===== src/rtl/hilo_mdu.sv =====
// Iterative HI/LO multiply/divide unit: radix-2 shift-add multiply and restoring
// divide, one bit per cycle, plus direct MTHI/MTLO moves into the HI/LO registers.
module hilo_mdu #(
  parameter int WIDTH = 32
) (
  input  logic             clk,
  input  logic             rst,
  input  logic             start,
  input  logic [2:0]       op,
  input  logic [WIDTH-1:0] srca,
  input  logic [WIDTH-1:0] srcb,
  input  logic             flush,
  output logic             busy,
  output logic             done,
  output logic [WIDTH-1:0] hi,
  output logic [WIDTH-1:0] lo
);

  localparam int CW = $clog2(WIDTH);

  localparam logic [2:0] OP_MULT  = 3'b001;
  localparam logic [2:0] OP_MULTU = 3'b010;
  localparam logic [2:0] OP_DIV   = 3'b011;
  localparam logic [2:0] OP_DIVU  = 3'b100;
  localparam logic [2:0] OP_MTHI  = 3'b101;
  localparam logic [2:0] OP_MTLO  = 3'b110;

  typedef enum logic [1:0] {S_IDLE, S_MUL, S_DIV, S_DONE} state_t;

  state_t             state_q;
  logic [CW-1:0]      cnt_q;
  logic [WIDTH-1:0]   hi_q, lo_q;
  logic               busy_q, done_q;
  logic [2*WIDTH-1:0] prod_q, mcand_q;
  logic [WIDTH-1:0]   mplier_q, quo_q, rem_q, dvsr_q, a_q;
  logic               neg_q, rneg_q, div0_q;

  function automatic logic [WIDTH-1:0] cneg(input logic [WIDTH-1:0] v, input logic n);
    return n ? (~v + 1'b1) : v;
  endfunction

  function automatic logic [2*WIDTH-1:0] cneg2(input logic [2*WIDTH-1:0] v, input logic n);
    return n ? (~v + 1'b1) : v;
  endfunction

  logic               signed_d, a_neg_d, b_neg_d, last_d, div_ok_d;
  logic [WIDTH-1:0]   mag_a_d, mag_b_d, div_rem_d, div_quo_d;
  logic [2*WIDTH-1:0] mul_sum_d;
  logic [WIDTH:0]     div_sh_d;

  always_comb begin
    signed_d  = (op == OP_MULT) || (op == OP_DIV);
    a_neg_d   = signed_d & srca[WIDTH-1];
    b_neg_d   = signed_d & srcb[WIDTH-1];
    mag_a_d   = cneg(srca, a_neg_d);
    mag_b_d   = cneg(srcb, b_neg_d);
    last_d    = (cnt_q == CW'(WIDTH-1));
    mul_sum_d = mplier_q[0] ? (prod_q + mcand_q) : prod_q;
    // Partial remainder stays below the divisor, so the shifted value needs one extra bit.
    div_sh_d  = {rem_q, quo_q[WIDTH-1]};
    div_ok_d  = (div_sh_d >= {1'b0, dvsr_q});
    div_rem_d = div_ok_d ? WIDTH'(div_sh_d - {1'b0, dvsr_q}) : div_sh_d[WIDTH-1:0];
    div_quo_d = {quo_q[WIDTH-2:0], div_ok_d};
  end

  always_ff @(posedge clk or negedge rst) begin
    if (!rst) begin
      state_q  <= S_IDLE;
      cnt_q    <= '0;
      hi_q     <= '0;
      lo_q     <= '0;
      busy_q   <= 1'b0;
      done_q   <= 1'b0;
      prod_q   <= '0;
      mcand_q  <= '0;
      mplier_q <= '0;
      quo_q    <= '0;
      rem_q    <= '0;
      dvsr_q   <= '0;
      a_q      <= '0;
      neg_q    <= 1'b0;
      rneg_q   <= 1'b0;
      div0_q   <= 1'b0;
    end else begin
      case (state_q)
        S_IDLE: begin
          if (start && !flush) begin
            case (op)
              OP_MULT, OP_MULTU: begin
                prod_q   <= '0;
                mcand_q  <= {{WIDTH{1'b0}}, mag_a_d};
                mplier_q <= mag_b_d;
                neg_q    <= a_neg_d ^ b_neg_d;
                cnt_q    <= '0;
                busy_q   <= 1'b1;
                state_q  <= S_MUL;
              end
              OP_DIV, OP_DIVU: begin
                rem_q    <= '0;
                quo_q    <= mag_a_d;
                dvsr_q   <= mag_b_d;
                a_q      <= srca;
                neg_q    <= a_neg_d ^ b_neg_d;
                rneg_q   <= a_neg_d;
                div0_q   <= (srcb == '0);
                cnt_q    <= '0;
                busy_q   <= 1'b1;
                state_q  <= S_DIV;
              end
              OP_MTHI: hi_q <= srca;
              OP_MTLO: lo_q <= srca;
              default: ;
            endcase
          end
        end
        S_MUL: begin
          if (flush) begin
            busy_q  <= 1'b0;
            state_q <= S_IDLE;
          end else begin
            prod_q   <= mul_sum_d;
            mcand_q  <= mcand_q << 1;
            mplier_q <= mplier_q >> 1;
            cnt_q    <= cnt_q + 1'b1;
            if (last_d) begin
              {hi_q, lo_q} <= cneg2(mul_sum_d, neg_q);
              busy_q       <= 1'b0;
              done_q       <= 1'b1;
              state_q      <= S_DONE;
            end
          end
        end
        S_DIV: begin
          if (flush) begin
            busy_q  <= 1'b0;
            state_q <= S_IDLE;
          end else begin
            rem_q <= div_rem_d;
            quo_q <= div_quo_d;
            cnt_q <= cnt_q + 1'b1;
            if (last_d) begin
              // Divide by zero reports the raw dividend rather than the magnitude remainder.
              if (div0_q) begin
                hi_q <= a_q;
                lo_q <= '1;
              end else begin
                hi_q <= cneg(div_rem_d, rneg_q);
                lo_q <= cneg(div_quo_d, neg_q);
              end
              busy_q  <= 1'b0;
              done_q  <= 1'b1;
              state_q <= S_DONE;
            end
          end
        end
        S_DONE: begin
          done_q  <= 1'b0;
          state_q <= S_IDLE;
        end
        default: state_q <= S_IDLE;
      endcase
    end
  end

  assign busy = busy_q;
  assign done = done_q;
  assign hi   = hi_q;
  assign lo   = lo_q;

endmodule


===== config.mk =====
export PLATFORM = sky130hd
export DESIGN_NAME = hilo_mdu
export DESIGN_NICKNAME = d
export VERILOG_FILES = /design/src/rtl/hilo_mdu.sv
export SDC_FILE = /design/constraint.sdc
export NUM_CORES = 1
export LEC_CHECK = 0
export CAP_MARGIN = 10
export CORE_MARGIN = 4
export CORE_UTILIZATION = 30
export CTS_BUF_LIST = sky130_fd_sc_hd__clkbuf_4 sky130_fd_sc_hd__clkbuf_8
export DETAILED_ROUTE_END_ITERATION = 10
export PLACE_DENSITY = 0.42
export SYNTH_ARGS = -nofsm -noshare
export SYNTH_HDL_FRONTEND = slang
export SYNTH_SLANG_ARGS = --single-unit

===== constraint.sdc =====
create_clock -name clk -period 7.8 [get_ports clk]
set_clock_uncertainty 0.2 [all_clocks]
set_input_delay 0.78 -clock clk [delete_from_list [all_inputs] [get_ports clk]]
set_output_delay 0.78 -clock clk [all_outputs]
set_load 0.03 [all_outputs]

==> summary.txt, run 1 <==
Floorplanning
  – IO Pins: 137
  – Die Height: 314 um
  – Initial core utilization: 30.5%
  – Die width: 314 um
  – Core area: 0.0922 sq mm
  – Die area: 0.0986 sq mm
  – # rows: 111

Global route
  – Initial antenna violation count: 2
  – Grt total ovfl: 0
  – Global-route wire length before repair: 180000 um
  – Gr usage total: 23.9%
  – Vias in the first global route: 27000
  – Largest net degree at the start of global routing: 130

Place
  – Port Buffers: 136
  – Hpwl dp: 91500 um
  – Placer Congestion: 0.924

Yosys
  – Mapped cell area: 0.0281 sq mm
  – Most used DFF post-synth: dfrtp_1
  – Number of synthesized flops with an enable pin: 0
  – Async SR Flop Fraction: 100%
  – Cell variety after synth: 98
  – Avg Cell Area, Syn: 7.77 sq um
  – Ys Warns: 0
  – Flops & latches, synth: 364
  – Sequential area share after synthesis: 32.4%
  – Synthesized net count: 3794
  – Post-Synthesis Cells: 3615

Final layout
  – Fin util: 34.9%
  – Share of cells above drive strength 1: 7.09%
  – FILL cells: 9861
  – Nets: 3821
  – Syn-to-layout area delta: 14.5%

Pwr
  – Clock network fraction of design power: 16.2%
  – Sequential power share: 23.5%
  – Pint: 6.68 mW
  – Switching share of power: 52.2%
  – Tot Pwr: 14.0 mW
  – Pleak: 13.4 nW
  – Power Dens Cells: 435 mW/mm^2
  – Gate power share: 60.3%
  – VDD IR max: 0.000215 V
  – Sw Pwr: 7.30 mW

Setup path
  – Req. time, crit path: 8200 ps
  – Crit Path Category: flop to flop
  – Top delay family on crit path: compound AO/OA/AOI/OAI gates
  – CP endpoint kind: flop
  – Critical path's slowest cell: or3_2
  – Critical path buffer and inverter count: 2
  – R2R Path End: hi[28]$_DFFE_PN0P_
  – Max FO, Critical Path: 19
  – CP startpoint kind: flop
  – Crit path depth: 18
  – Reg2Reg Launch Point: rem_q[5]$_DFFE_PN0P_
  – R2R setup slack: 1780 ps
  – CP cell instances: ha_1, a21oi_1, o21ai_0, a221oi_1, a311oi_1, or3_2, inv_2, mux2i_1, ha_1, inv_1, or4_1, o21ai_0, a21oi_1, nor2_1, a31oi_1, mux2i_1, a311oi_1, a211o_1
  – Endpoint arrival time on the critical path: 6410 ps
  – Crit path launch: rem_q[5]$_DFFE_PN0P_
  – R2R cell count: 18
  – CP max stage delay: 690 ps
  – Setup crit end: hi[28]$_DFFE_PN0P_

Timing
  – Fin crit share: 77.2%
  – Final slew viol count: 0
  – Final setup vio count: 0
  – Achievable frequency: 166 MHz
  – Final-report hold violation count: 0
  – Final Critical Period: 6020 ps
  – Max-Slew Margin vs Limit: 22.3%
  – Slew @ Worst Pin: 1160 ps
  – Unrepaired setup endpoints after global routing: no
  – Setup TNS: 0 ps

Clocking
  – CTS tree: yes
  – Clock buffer depth: 3
  – Clk root buf: clkbuf_8
  – H-Tree Level Count: 3
  – Clock Latency Late Sink: 740 ps
  – Cts bufs inserted: 79
  – Clock sinks: 364
  – Register clock-pin slew on the reported worst setup and hold paths: 60 ps

Routing
  – DR iter-0 viols: 2083
  – Post-route ant nets: 0
  – First-pass DRT Iterations: 5
  – WL/cell: 24.3 um
  – Vias per std cell: 5.61
  – Post-Route WL: 120000 um
  – Via Count: 27700
  – DRC viols: 0

Min path
  – Hold_sp: a_q[14]$_DFFE_PN0P_
  – Hold Crit Class: flop to flop

Outcome
  – Status: finished, final reports clean

Flow run
  – Max Cap Viol: 0
state kept, by name, summed over array words and instances, names as in the netlist:
signal    cells
div0_q        1
mplier_q     32
state_q       2
mcand_q      64
done          1
busy          1
cnt_q         5
neg_q         1
quo_q        32
a_q          32
rneg_q        1
lo           32
rem_q        32
hi           32
dvsr_q       32
prod_q       64
per-layer routing:
| metal | routed length, um | vias to the layer above | GRT usage (%) |
|---|---|---|---|
| met1 | 55900 | 13600 | 33.4 |
| met3 | 5460 | 157 | 2.72 |
| met4 | 3880 | 0 | 7.32 |
| met2 | 54900 | 758 | 38.9 |
| met5 | 0 | - | 0 |
| li1 | - | 13200 | - |
Yosys cell counts (37+ instances only):
master / instances / area [sq um]
nand2_1: 589 / 2210
o21ai_0: 404 / 2020
dfrtp_1: 364 / 9110
a21oi_1: 290 / 1450
nor2_1: 247 / 927
clkbuf_1: 189 / 709
xnor2_1: 137 / 1200
nand3_1: 135 / 676
ha_1: 106 / 1330
xor2_1: 80 / 701
o31ai_1: 74 / 556
inv_1: 73 / 274
nor3_1: 61 / 305
nand4_1: 56 / 350
and3_1: 45 / 282
mux2i_1: 43 / 430
or3_1: 42 / 263
o211ai_1: 41 / 308
a21o_1: 37 / 278
power by group through the flow:
stage / registers, mW / clock network, mW / logic, mW
floorplan: 3.24 / 0 / 5.53
detailed placement: 3.29 / 0 / 8.42
global placement: 3.29 / 0 / 8.49
global route: 3.35 / 2.42 / 9.28
CTS: 3.26 / 2.34 / 8.46
finish: 3.28 / 2.27 / 8.43
worst reg2reg max path, delay by kind of cell, from the launching register on:
family          cells  cell delay, ps
flops               1             420
buf+inv             2             340
simple gates        3            1360
compound gates      9            2450
mux                 2             500
fa+ha+maj           2             640
repair_timing:
| item | in CTS | in global routing |
|---|---|---|
| buffers inserted | 0 | 0 |
| resized for setup | 0 | 0 |
| setup endpoints to repair | 0 | 0 |
| endpoints found under the hold margin | 60 | 0 |
| hold buffers | 1 | 0 |
through the flow:
stage / hold slack [ps] / cell area [sq um] / setup WS, ps / std cells
3_3_place_gp: 257 / 30500 / 1960 / 4803
4_1_cts: 276 / 32200 / 1770 / 4939
5_1_grt: 294 / 32200 / 1350 / 4940
3_5_place_dp: 263 / 30500 / 1810 / 4803
2_1_floorplan: 240 / 28100 / 2340 / 3615
6_report: 274 / 32200 / 1780 / 4940
cell usage in the layout, fill, tap and decap left out, types with 41 or more instances in the layout:
master,instances
clkbuf_8,94
nor3_1,61
clkdlybuf4s50_1,135
o21ai_0,404
a21oi_1,289
nand2_1,588
inv_1,73
o31ai_1,74
dfrtp_1,361
nand3_1,134
nand4_1,56
or3_1,41
ha_1,103
xnor2_1,137
and3_1,45
mux2i_1,43
xor2_1,80
o211ai_1,41
nor2_1,246
cell type report:
cell class,instances,area [sq um],area share (%)
tap,1243,1560,4.83
timing repair buffer,178,1720,5.35
multi-input combinational,2942,17800,55.5
clock buffer,121,1500,4.65
clock inverter,14,139,0.432
sequential,364,9110,28.3
inverter,77,289,0.899
antenna,1,2.50,0.00778
worst min path at each step:
stage | end | slack [ps] | depth (start not counted)
floorplan | a_q[6]$_DFFE_PN0P_ | 240 | 2
global placement | a_q[14]$_DFFE_PN0P_ | 260 | 2
detailed placement | a_q[4]$_DFFE_PN0P_ | 260 | 2
CTS | a_q[14]$_DFFE_PN0P_ | 280 | 2
global route | a_q[4]$_DFFE_PN0P_ | 290 | 2
finish | a_q[14]$_DFFE_PN0P_ | 270 | 2
cells by family (layout without fill, tap and decap cells):
group | Yosys count | count (layout) | synth area share (%)
flops | 364 | 364 | 32.4
simple gates | 1372 | 1372 | 23.0
mux | 53 | 53 | 1.93
compound gates | 1192 | 1192 | 26.7
other cells | 0 | 1 | 0
fa+ha+maj | 108 | 108 | 4.87
buf+inv | 309 | 390 | 4.27
xor+xnor | 217 | 217 | 6.77
Power figures use the tool's default switching activity.
==> inputs of run 2 (changes only) <==
==> constraint.sdc (replaced) <==
create_clock -name clk -period 6.3 [get_ports clk]
set_clock_uncertainty 0.2 [all_clocks]
set_input_delay 0.63 -clock clk [delete_from_list [all_inputs] [get_ports clk]]
set_output_delay 0.63 -clock clk [all_outputs]
set_load 0.03 [all_outputs]
==> summary.txt, run 2 (synthesis results as in run 1) <==
Outcome
  – Status: finished, final reports clean (unchanged)

Clocking
  – Register clock-pin slew on the reported worst setup and hold paths: 60 ps (about the same)
  – CTS tree: yes (unchanged)
  – H-Tree Level Count: 3 (unchanged)
  – Clk root buf: clkbuf_8 (unchanged)
  – Clock buffer depth: 3 (unchanged)
  – Cts bufs inserted: 78 (was 79)
  – Clock Latency Late Sink: 750 ps (was 740 ps)
  – Clock sinks: 364 (unchanged)

Routing
  – Met3 wire length: 5850 um (was 5460 um)
  – Post-route ant nets: 0 (unchanged)
  – First-pass DRT Iterations: 6 (was 5)
  – Post-Route WL: 122000 um (was 120000 um)
  – WL/cell: 24.6 um (was 24.3 um)
  – Highest routed layer: met4 (unchanged)
  – DR iter-0 viols: 2440 (was 2083)
  – Met2 Wirelength: 55800 um (was 54900 um)
  – DRC viols: 0 (unchanged)
  – Vias per std cell: 5.62 (was 5.61)
  – Via Count: 27900 (was 27700)
  – M1 wire length: 57200 um (was 55900 um)

Setup path
  – Req. time, crit path: 6710 ps (was 8200 ps)
  – CP max stage delay: 530 ps (was 690 ps)
  – Max FO, Critical Path: 51 (was 19)
  – Critical path's slowest cell: buf_4 (was or3_2)
  – R2R setup slack: 680 ps (was 1780 ps)
  – CP endpoint kind: flop (unchanged)
  – R2R cell count: 19 (was 18)
  – Reg2Reg Launch Point: rem_q[23]$_DFFE_PN0P_ (was rem_q[5]$_DFFE_PN0P_)
  – Crit Path Category: flop to flop (unchanged)
  – CP startpoint kind: flop (unchanged)
  – Setup crit end: hi[28]$_DFFE_PN0P_ (unchanged)
  – R2R Path End: hi[28]$_DFFE_PN0P_ (unchanged)
  – Endpoint arrival time on the critical path: 6020 ps (was 6410 ps)
  – CP cell instances: ha_1, nand2_1, nor2_1, or4b_1, a311oi_1, or3_2, buf_4, nand2_1, o21ai_0, ha_1, inv_1, or4_1, o21ai_0, a21oi_1, nor2_1, a31oi_1, mux2i_1, a311oi_1, a211o_1 (was ha_1, a21oi_1, o21ai_0, a221oi_1, a311oi_1, or3_2, inv_2, mux2i_1, ha_1, inv_1, or4_1, o21ai_0, a21oi_1, nor2_1, a31oi_1, mux2i_1, a311oi_1, a211o_1)
  – Crit path launch: rem_q[23]$_DFFE_PN0P_ (was rem_q[5]$_DFFE_PN0P_)

Timing
  – Final-report hold violation count: 0 (unchanged)
  – Setup TNS: 0 ps (unchanged)
  – Unrepaired setup endpoints after global routing: no (unchanged)
  – Max-Slew Margin vs Limit: 22.1% (was 22.3%)
  – Slew @ Worst Pin: 1170 ps (was 1160 ps)
  – Hold slack: 273 ps (was 274 ps)
  – Final Critical Period: 5620 ps (was 6020 ps)
  – Fin crit share: 89.1% (was 77.2%)
  – Achievable frequency: 178 MHz (was 166 MHz)
  – Final setup vio count: 0 (unchanged)
  – Final slew viol count: 0 (unchanged)

Final layout
  – Largest regs: mcand_q x64, prod_q x64 (unchanged)
  – Most frequent cells in the layout: nand2_1 (588), o21ai_0 (404), dfrtp_1 (361) (unchanged)
  – FILL cells: 9920 (was 9861)
  – Nets: 3839 (was 3821)
  – Most common cell after layout, fill and taps aside: nand2_1 (unchanged)
  – Syn-to-layout area delta: 15.6% (was 14.5%)
  – Share of cells above drive strength 1: 7.74% (was 7.09%)

Pwr
  – Pleak: 13.5 nW (was 13.4 nW)
  – Power Dens Cells: 548 mW/mm^2 (was 435 mW/mm^2)
  – VDD IR max: 0.000260 V (was 0.000215 V)

Global route
  – Gr usage total: 24.2% (was 23.9%)
  – Largest net degree at the start of global routing: 123 (was 130)
  – Grt total ovfl: 0 (unchanged)
  – Initial antenna violation count: 4 (was 2)
  – Global-route wire length before repair: 181000 um (was 180000 um)
  – Vias in the first global route: 26700 (was 27000)

Floorplanning
  – Die width: 314 um (unchanged)
  – # rows: 111 (unchanged)
  – Initial core utilization: 30.5% (unchanged)
  – Die area: 0.0986 sq mm (unchanged)
  – Die Height: 314 um (unchanged)
  – IO Pins: 137 (unchanged)
  – Core area: 0.0922 sq mm (unchanged)

Place
  – Port Buffers: 136 (unchanged)
  – Hpwl dp: 94000 um (was 91500 um)
  – Placer Congestion: 0.929 (was 0.924)

Min path
  – Hold_sp: a_q[31]$_DFFE_PN0P_ (was a_q[14]$_DFFE_PN0P_)
  – Hold Crit Class: flop to flop (unchanged)

Flow run
  – Max Cap Viol: 0 (unchanged)
[run 2: cell count changes in the layout (fill, tap and decap cells not counted)]
cell       delta
clkinv_2      -1
buf_12        -1
buf_4        +20
diode_2       +2
clkinv_8      +1
inv_6         -2
bufinv_16     +2
clkbuf_8      +7
[run 2: per-stage QoR]
step | area, sq um | cells | utilization [%] | power [mW] | setup slack (ps)
3_3_place_gp | 30600 | 4822 | 33.2 | 14.8 | 701
5_1_grt | 32400 | 4967 | 35.2 | 19.0 | 360
3_5_place_dp | 30600 | 4822 | 33.2 | 14.7 | 707
6_report | 32500 | 4968 | 35.2 | 17.8 | 685
4_1_cts | 32400 | 4965 | 35.2 | 17.8 | 664
2_1_floorplan | 28100 | 3615 | - | 10.9 | 840
[run 2: timing repair]
item	4_1_cts	5_1_grt
gates resized for setup	0	0
setup endpoints to repair	0	0
buffers inserted	0	0
endpoints found under the hold margin	92	0
hold buffers	1	0
[run 2: cell type report]
| cell class | count | area, sq um | area share, % |
|---|---|---|---|
| well taps | 1243 | 1560 | 4.79 |
| flip-flops and latches | 364 | 9110 | 28.1 |
| multi-input cells | 2942 | 17800 | 55.0 |
| repair buffers | 197 | 1850 | 5.71 |
| diodes | 3 | 7.51 | 0.0231 |
| inverters | 77 | 289 | 0.891 |
| clock buffers | 128 | 1590 | 4.91 |
| clock inverters | 14 | 193 | 0.594 |
[run 2: where the power goes]
group / total, mW / switching, mW / internal, mW
Clock: 3.01 / 1.28 / 1.73
Combinational: 10.8 / 7.08 / 3.67
Sequential: 4.03 / 0.893 / 3.13
Total: 17.8 / 9.26 / 8.54
[run 2: how the worst min path moves through the flow]
stage                               end  depth (start not counted)  slack, ps
finish              a_q[31]$_DFFE_PN0P_                          2        270
global route        a_q[31]$_DFFE_PN0P_                          2        290
CTS                 a_q[31]$_DFFE_PN0P_                          2        280
detailed placement  a_q[31]$_DFFE_PN0P_                          2        260
global placement    a_q[22]$_DFFE_PN0P_                          2        260
floorplan            a_q[0]$_DFFE_PN0P_                          0        130
[run 2: critical path: cells and delay by family, from the launching register on]
family                     cells  cell delay, ps
and+or+nand+nor                7            1780
AOI/OAI and AO/OA              7            1560
adders and majority gates      2             720
buffers and inverters          2             590
DFF                            1             420
muxes                          1             200
[run 2: per-layer routing]
metal	global-route usage (%)	up-vias
met2	39.2	802
met5	0	-
met3	3.23	161
met4	6.92	0
li1	-	13300
met1	33.8	13700
==> inputs of run 3 (changes only) <==
--- a/config.mk
+++ b/config.mk
@@ -5,12 +5,13 @@
 export SDC_FILE = /design/constraint.sdc
 export NUM_CORES = 1
 export LEC_CHECK = 0
-export CAP_MARGIN = 10
+export CAP_MARGIN = 20
 export CORE_MARGIN = 4
 export CORE_UTILIZATION = 30
 export CTS_BUF_LIST = sky130_fd_sc_hd__clkbuf_4 sky130_fd_sc_hd__clkbuf_8
 export DETAILED_ROUTE_END_ITERATION = 10
 export PLACE_DENSITY = 0.42
+export REMOVE_ABC_BUFFERS = 1
 export SYNTH_ARGS = -nofsm -noshare
 export SYNTH_HDL_FRONTEND = slang
 export SYNTH_SLANG_ARGS = --single-unit
==> summary.txt, run 3 (synthesis results as in run 1) <==
Timing
  – Final slew viol count: 0 (unchanged)
  – Final Critical Period: 5610 ps (was 5620 ps)
  – Max-Slew Margin vs Limit: 24.7% (was 22.1%)
  – Final-report hold violation count: 0 (unchanged)
  – Fin crit share: 89.1% (about the same)
  – Unrepaired setup endpoints after global routing: no (unchanged)
  – Final setup vio count: 0 (unchanged)
  – Slew @ Worst Pin: 1130 ps (was 1170 ps)
  – Final setup margin: 685 ps (about the same)
  – Achievable frequency: 178 MHz (about the same)
  – Hold slack: 274 ps (was 273 ps)
  – Setup TNS: 0 ps (unchanged)

Clocking
  – Clock Latency Late Sink: 700 ps (was 750 ps)
  – Register clock-pin slew on the reported worst setup and hold paths: 60 ps (about the same)
  – Clock buffer depth: 3 (unchanged)
  – H-Tree Level Count: 3 (unchanged)
  – CTS tree: yes (unchanged)
  – Clk root buf: clkbuf_8 (unchanged)
  – Post-CTS Setup Repair Bufs: 0 (unchanged)
  – Hold_buf cts: 1 (unchanged)
  – Clock sinks: 364 (unchanged)
  – Cts repair resizes: 0 (unchanged)
  – Cts bufs inserted: 79 (was 78)

Final layout
  – Most common cell after layout, fill and taps aside: nand2_1 (unchanged)
  – Fin util: 35.2% (about the same)
  – Most frequent cells in the layout: nand2_1 (587), o21ai_0 (404), dfrtp_1 (361) (was nand2_1 (588), o21ai_0 (404), dfrtp_1 (361))
  – Largest regs: mcand_q x64, prod_q x64 (unchanged)
  – Syn-to-layout area delta: 15.6% (about the same)
  – FILL cells: 9960 (was 9920)
  – Post-layout instance area: 0.0325 sq mm (about the same)
  – Share of cells above drive strength 1: 7.72% (was 7.74%)
  – Nets: 3840 (was 3839)

Routing
  – First-pass DRT Iterations: 5 (was 6)
  – Via Count: 27600 (was 27900)
  – WL/cell: 23.6 um (was 24.6 um)
  – DR iter-0 viols: 2073 (was 2440)
  – Post-route ant nets: 0 (unchanged)
  – Vias per std cell: 5.56 (was 5.62)
  – DRC viols: 0 (unchanged)
  – Post-Route WL: 118000 um (was 122000 um)

Global route
  – Vias in the first global route: 27000 (was 26700)
  – Initial antenna violation count: 14 (was 4)
  – Gr usage total: 23.3% (was 24.2%)
  – Global-route wire length before repair: 177000 um (was 181000 um)
  – Largest net degree at the start of global routing: 125 (was 123)
  – Grt total ovfl: 0 (unchanged)

Floorplanning
  – # rows: 111 (unchanged)
  – Core area: 0.0922 sq mm (unchanged)
  – Die Height: 314 um (unchanged)
  – Die width: 314 um (unchanged)
  – Initial core utilization: 30.5% (unchanged)
  – Die area: 0.0986 sq mm (unchanged)
  – IO Pins: 137 (unchanged)

Setup path
  – CP max stage delay: 480 ps (was 530 ps)
  – Reg2Reg Launch Point: prod_q[0]$_DFFE_PN0P_ (was rem_q[23]$_DFFE_PN0P_)
  – Endpoint arrival time on the critical path: 6010 ps (was 6020 ps)
  – Critical path's slowest cell: a211oi_2 (was buf_4)
  – R2R cell count: 15 (was 19)
  – CP cell instances: ha_1, fa_1, a211oi_1, o21ai_1, a211oi_2, a21oi_1, o31ai_1, a41o_1, nor2b_1, and4_1, nand4_2, o41ai_2, xnor2_1, nor3_1, a211o_1 (was ha_1, nand2_1, nor2_1, or4b_1, a311oi_1, or3_2, buf_4, nand2_1, o21ai_0, ha_1, inv_1, or4_1, o21ai_0, a21oi_1, nor2_1, a31oi_1, mux2i_1, a311oi_1, a211o_1)
  – Req. time, crit path: 6690 ps (was 6710 ps)
  – Setup crit end: hi[28]$_DFFE_PN0P_ (unchanged)
  – R2R setup slack: 690 ps (was 680 ps)
  – CP endpoint kind: flop (unchanged)
  – Crit path launch: prod_q[0]$_DFFE_PN0P_ (was rem_q[23]$_DFFE_PN0P_)
  – R2R Path End: hi[28]$_DFFE_PN0P_ (unchanged)
  – CP startpoint kind: flop (unchanged)
  – Max FO, Critical Path: 9 (was 51)
  – Crit Path Category: flop to flop (unchanged)

Pwr
  – Pleak: 13.5 nW (about the same)
  – Sequential power share: 22.6% (about the same)
  – Sw Pwr: 9.08 mW (was 9.26 mW)
  – Switching share of power: 51.8% (was 52.0%)
  – Clock network fraction of design power: 16.5% (was 16.9%)
  – Pint: 8.46 mW (was 8.54 mW)
  – Power Dens Cells: 540 mW/mm^2 (was 548 mW/mm^2)
  – Gate power share: 60.9% (was 60.5%)
  – VDD IR max: 0.000269 V (was 0.000260 V)

Place
  – Post-DP Area: 0.0307 sq mm (was 0.0306 sq mm)
  – Port Buffers: 136 (unchanged)
  – Hpwl dp: 88500 um (was 94000 um)
  – Placer Congestion: 0.895 (was 0.929)
  – Pre-CTS setup slack: 641 ps (was 707 ps)

Min path
  – Hold Crit Depth: 2 (unchanged)
  – Hold Crit Class: flop to flop (unchanged)

Outcome
  – Status: finished, final reports clean (unchanged)

Flow run
  – Max Cap Viol: 0 (unchanged)
==> run 3: cell types whose count changed in the layout (fill, tap and decap cells not counted), sizes merged, moves of 2 or more <==
cell | before | now
inv | 77 | 75
clkinv | 8 | 11
diode | 3 | 7
bufinv | 3 | 1
==> run 3: worst min path at each step <==
stage / startpoint / to / slack, ps
5_1_grt: rst / lo[17]$_DFFE_PN0P_ / 300
3_3_place_gp: a_q[6]$_DFFE_PN0P_ / a_q[6]$_DFFE_PN0P_ / 260
3_5_place_dp: a_q[15]$_DFFE_PN0P_ / a_q[15]$_DFFE_PN0P_ / 260
2_1_floorplan: rst / a_q[0]$_DFFE_PN0P_ / 130
6_report: a_q[27]$_DFFE_PN0P_ / a_q[27]$_DFFE_PN0P_ / 270
4_1_cts: rst / mcand_q[14]$_DFFE_PN0P_ / 270
==> run 3: area by class of cell <==
type                            count  area [sq um]  area share [%]
Antenna cell                        7          17.5          0.0540
Timing Repair Buffer              197          1920            5.92
Inverter                           77           289           0.890
Sequential cell                   364          9110            28.1
Clock buffer                      127          1600            4.92
Multi-Input combinational cell   2942         17900            55.0
Tap cell                         1243          1560            4.79
Clock inverter                     13           120           0.370
==> run 3: worst max-delay path: cells and delay by family (launching register included) <==
| kind | cells | cell delay [ps] |
|---|---|---|
| and+or+nand+nor | 4 | 1080 |
| adders and majority gates | 2 | 700 |
| AOI/OAI and AO/OA | 8 | 2840 |
| xor gates and xnor gates | 1 | 250 |
| DFF | 1 | 420 |
==> run 3: power groups by stage <==
stage	Clock [mW]	Sequential (mW)	Combinational, mW
2_1_floorplan	0	4.08	6.56
3_3_place_gp	0	3.99	10.7
3_5_place_dp	0	3.99	10.7
4_1_cts	2.98	3.96	10.7
5_1_grt	3.08	4.06	11.7
6_report	2.89	3.97	10.7
==> run 3: per-stage QoR <==
step,instances,total power [mW]
3_3_place_gp,4819,14.7
5_1_grt,4964,18.9
3_5_place_dp,4820,14.7
6_report,4970,17.5
4_1_cts,4961,17.7
2_1_floorplan,3383,10.6
==> run 3: layer usage <==
metal | vias up | wire length (um) | global-route usage (%)
met1 | 13400 | 54400 | 32.2
met3 | 197 | 6090 | 3.79
met2 | 690 | 52600 | 36.8
met4 | 14 | 4340 | 8.21
li1 | 13300 | - | -
met5 | - | 86 | 0
